File: src/rtl/controle_execucao.sv
// Execution controller: stalls the CPU on IN until a debounced button press,
// freezes it on HALT, latches the display on OUT and counts retired instructions.
module controle_execucao #(
   parameter int DEBOUNCE_CYCLES = 50000
) (
   input  logic        clock,
   input  logic        reset_n,
   input  logic        botao,
   input  logic        OpIn,
   input  logic        OpOut,
   input  logic        OpHalt,
   input  logic [27:0] dado_saida,
   output logic        cpu_en,
   output logic [27:0] display,
   output logic        aguardando_entrada,
   output logic        parado,
   output logic [15:0] contador_instr
);

   localparam logic [19:0] CNT_MAX = 20'(DEBOUNCE_CYCLES - 1);

   typedef enum logic [1:0] {
      S_EXEC,
      S_ESPERA,
      S_LIBERA,
      S_HALT
   } state_t;

   state_t      r_state;
   state_t      w_next_state;
   logic        r_sync_meta;
   logic        r_sync;
   logic        r_estavel;
   logic        r_estavel_d;
   logic [19:0] r_cnt;
   logic [27:0] r_display;
   logic [15:0] r_contador;
   logic        w_press;
   logic        w_cpu_en;

   // Button idles high (active-low), so the whole path resets to 1.
   always_ff @(posedge clock or negedge reset_n) begin
      if (!reset_n) begin
         r_sync_meta <= 1'b1;
         r_sync      <= 1'b1;
         r_estavel   <= 1'b1;
         r_estavel_d <= 1'b1;
         r_cnt       <= '0;
      end else begin
         r_sync_meta <= botao;
         r_sync      <= r_sync_meta;
         r_estavel_d <= r_estavel;
         if (r_sync == r_estavel) begin
            r_cnt <= '0;
         end else if (r_cnt == CNT_MAX) begin
            r_estavel <= r_sync;
            r_cnt     <= '0;
         end else begin
            r_cnt <= r_cnt + 20'd1;
         end
      end
   end

   assign w_press = r_estavel_d & ~r_estavel;

   always_ff @(posedge clock or negedge reset_n) begin
      if (!reset_n) begin
         r_state <= S_EXEC;
      end else begin
         r_state <= w_next_state;
      end
   end

   always_comb begin
      w_next_state       = r_state;
      w_cpu_en           = 1'b0;
      aguardando_entrada = 1'b0;
      parado             = 1'b0;
      case (r_state)
         S_EXEC: begin
            w_cpu_en = ~(OpIn | OpHalt);
            if (OpHalt) begin
               w_next_state = S_HALT;
            end else if (OpIn) begin
               w_next_state = S_ESPERA;
            end
         end
         S_ESPERA: begin
            aguardando_entrada = 1'b1;
            if (w_press) begin
               w_next_state = S_LIBERA;
            end
         end
         S_LIBERA: begin
            // The stalled IN retires here; its strobe is still high and must be ignored.
            w_cpu_en     = 1'b1;
            w_next_state = S_EXEC;
         end
         S_HALT: begin
            parado = 1'b1;
         end
         default: begin
            w_next_state = S_EXEC;
         end
      endcase
      if (!reset_n) begin
         w_cpu_en = 1'b0;
      end
   end

   assign cpu_en = w_cpu_en;

   always_ff @(posedge clock or negedge reset_n) begin
      if (!reset_n) begin
         r_display  <= '0;
         r_contador <= '0;
      end else begin
         if ((r_state == S_EXEC) && w_cpu_en && OpOut) begin
            r_display <= dado_saida;
         end
         if (w_cpu_en) begin
            r_contador <= r_contador + 16'd1;
         end
      end
   end

   assign display        = r_display;
   assign contador_instr = r_contador;

endmodule

File: config.mk
export PLATFORM = sky130hd
export DESIGN_NAME = controle_execucao
export DESIGN_NICKNAME = d
export VERILOG_FILES = /design/src/rtl/controle_execucao.sv
export SDC_FILE = /design/constraint.sdc
export NUM_CORES = 1
export LEC_CHECK = 0
export CAP_MARGIN = 20
export CORE_MARGIN = 2
export CORE_UTILIZATION = 52
export CTS_CLUSTER_DIAMETER = 60
export DETAILED_ROUTE_END_ITERATION = 10
export PLACE_DENSITY = 0.85
export SKIP_LAST_GASP = 1
export SLEW_MARGIN = 20
export SYNTH_ARGS = -nofsm -noshare
export SYNTH_HDL_FRONTEND = slang
export SYNTH_SLANG_ARGS = --single-unit
File: constraint.sdc
create_clock -name clock -period 5 [get_ports clock]
set_clock_uncertainty 0.2 [all_clocks]
set_input_delay 1 -clock clock [delete_from_list [all_inputs] [get_ports clock]]
set_output_delay 1 -clock clock [all_outputs]
set_load 0.02 [all_outputs]
==> flow_metrics.py <==
metrics = {
    "run_status": {
        "status": "finished, final reports clean",
    },
    "worst_setup_path": {
        "cpMostUsedCell": "clkdlybuf4s50_1",
        "cp-end-kind": "output pin",
        "cp.arrival_ps": 2890,
        "worstPathCellList": "clkdlybuf4s50_1, nor3b_2, o21a_1, clkdlybuf4s50_1",
        "slowest_stage": "clkdlybuf4s50_1",
        "crit_path_max_fanout": 10,
        "startpoint_type": "primary input",
        "critical_path_class": "in2out",
        "required_ps": 3800,
        "crit_path_max_incr_delay_ps": 690,
    },
    "grt": {
        "antenna_found_initial": 0,
        "grt_pass1_wl_um": 10500,
        "grt_pass1_vias": 2225,
        "track_usage_pct": 21.2,
        "grt_overflow": 0,
        "grt_max_degree": 73,
    },
    "floorplan": {
        "dieArea_um2": 6540,
        "die_h_um": 80.9,
        "die_width_um": 80.9,
        "start_util_pct": 52.9,
        "num_rows": 28,
        "ioPinCount": 81,
        "core-area_um2": 5820,
    },
    "logic_synthesis": {
        "ys_ff_latch": 70,
        "ys_warn_count": 0,
        "ys_types": 34,
        "async_flop_share_pct": 100,
        "synth_nets": 291,
        "netlist_area_um2": 3070,
        "syn-instance-count": 251,
        "synth-seq-area-share_pct": 57.1,
        "netlist.area_leader.share_pct": 53.7,
        "synth_area_per_cell_um2": 12.2,
        "synth.area.top_cells": "dfrtp_1 54%, mux2_2 11%, xnor2_1 4.8%, dfstp_2 3.4%, xor2_1 3.4%",
        "synth_edf_count": 0,
        "synth_top_cell_by_area": "dfrtp_1",
        "synthFlopType": "dfrtp_1",
    },
    "route": {
        "via_count": 2231,
        "dr.pass1.iters": 4,
        "routedWlPerCell_um": 15.9,
        "drcViolationCount": 0,
        "antenna_left": 0,
        "wirelength_um": 6670,
        "drt_iter0_markers": 53,
        "vias_per_cell": 5.34,
    },
    "timing": {
        "tns_ps": 0,
        "period_minus_slack_ps": 4090,
        "rsz0062_at_grt": "no",
        "slew_violations": 0,
        "fmax_ghz": 0.244,
        "relSlewSlack_pct": 41.9,
        "hold_viol": 0,
        "setup_viol": 0,
        "timing.final.crit_share_pct": 81.8,
        "tightest_slew_ps": 871,
    },
    "power": {
        "ir_worst_vdd_v": 0.000391,
        "powerDensity_nw_per_um2": 470,
        "p_total_mw": 1.95,
        "p_leak_nw": 1.77,
    },
    "finish": {
        "layout-drive-gt1-share_pct": 16.9,
        "layoutNonFillerInstCount": 418,
        "design_area_um2": 4150,
        "nets": 379,
        "area_delta_synth_final_pct": 35.0,
        "num_antenna_cells": 0,
    },
    "clocking": {
        "cts_sinks": 70,
        "cts_buffers": 9,
        "cts_resized": 0,
        "htreeDepth": 3,
        "hold_buffers": 0,
        "cts_tree": "built",
        "post_cts_buffers": 0,
        "clock_path_buffers": 2,
        "cts_root_buffer": "clkbuf_8",
        "clk_pin_slew_worst_paths_ps": 80,
        "clock_latency_ps": 340,
    },
    "place": {
        "port_buffers": 80,
        "dp_hpwl_um": 4700,
        "place_area_um2": 3950,
        "place_congestion": 0.759,
        "dpl.cell_count": 403,
    },
    "job": {
        "cap_violations": 0,
    },
    "worst_hold_path": {
        "hold_class": "reg2reg",
    },
}
## path summary, 6_finish.rpt
check | from | end | cells past startpoint | slack, ps
max reg2reg | r_state[0] | display[24] | 6 | 2380
max | OpHalt | cpu_en | 4 | 910
min in group asynchronous | reset_n | contador_instr[6] | 2 | 690
min | r_sync_meta | r_sync | 0 | 160
min reg2reg | r_sync_meta | r_sync | 0 | 160
max in group asynchronous | reset_n | display[12] | 2 | 3350
## power breakdown
group	switching, mW	internal (mW)
registers	0.0842	0.698
clock network	0.211	0.242
logic	0.341	0.373
## per-layer routing
layer	part of all wire (%)	vias to the layer above	GRT usage, %
met5	0	-	0
met4	1.3	0	8.14
met3	4.8	8	6.00
met2	52	57	36.9
met1	42	1114	24.9
li1	-	1052	-
## placed cells by master, fill, tap and decap left out, types with 3 or more instances in the layout
cell type         n
clkdlybuf4s50_1  79
dfrtp_1          66
mux2_2           30
nor2_1           25
xnor2_1          17
nand2_1          13
xor2_1           12
clkbuf_8         10
nand3_1           9
inv_1             8
nand4_1           8
nor3_1            7
ha_1              6
o21ai_0           5
nor4_1            4
a21oi_1           4
dfstp_2           4
or3_1             3
mux2i_1           3
and3_1            3
and4_1            3
## area by class of cell
type	count	area (um2)
fillers	409	1670
clock inverters	5	58.8
well taps	75	93.8
multi-input cells	169	1270
inverters	8	30.0
flip-flops and latches	70	1760
clock buffers	10	138
repair buffers	81	803
## metrics by stage
stage          hold slack, ps  util [%]  setup slack, ps
4_1_cts                   164      71.3              937
2_1_floorplan             145         -             2250
3_5_place_dp              147      68.0              945
3_3_place_gp              145      67.9              991
6_report                  164      71.3              910
5_1_grt                   181      71.3              830
## worst max-delay path: cells and delay by family
kind / cells / cell delay, ps
AOI/OAI and AO/OA: 1 / 430
buffers and inverters: 2 / 1130
and+or+nand+nor: 1 / 330
## state kept, by name, summed over array words and instances, names as in the netlist
name,count
r_estavel,1
r_sync,1
r_estavel_d,1
r_sync_meta,1
contador_instr,16
r_cnt,20
r_state,2
display,28
## logic make-up (layout without fill, tap and decap cells)
family          after synthesis  after routing  share of synthesized area [%]
simple gates                 86             86                           15.5
flops                        70             70                           57.1
mux                          33             33                           12.0
xor+xnor                     29             29                           8.26
compound gates               15             15                           2.93
buf+inv                      12            104                           1.71
fa+ha+maj                     6              6                           2.44
## Yosys cell counts, types with 4 or more instances
master,n
a21oi_1,4
dfrtp_1,66
dfstp_2,4
ha_1,6
inv_1,8
mux2_2,30
nand2_1,13
nand3_1,9
nand4_1,8
nor2_1,25
nor3_1,7
nor4_1,4
o21ai_0,5
xnor2_1,17
xor2_1,12
Power figures use the tool's default switching activity.
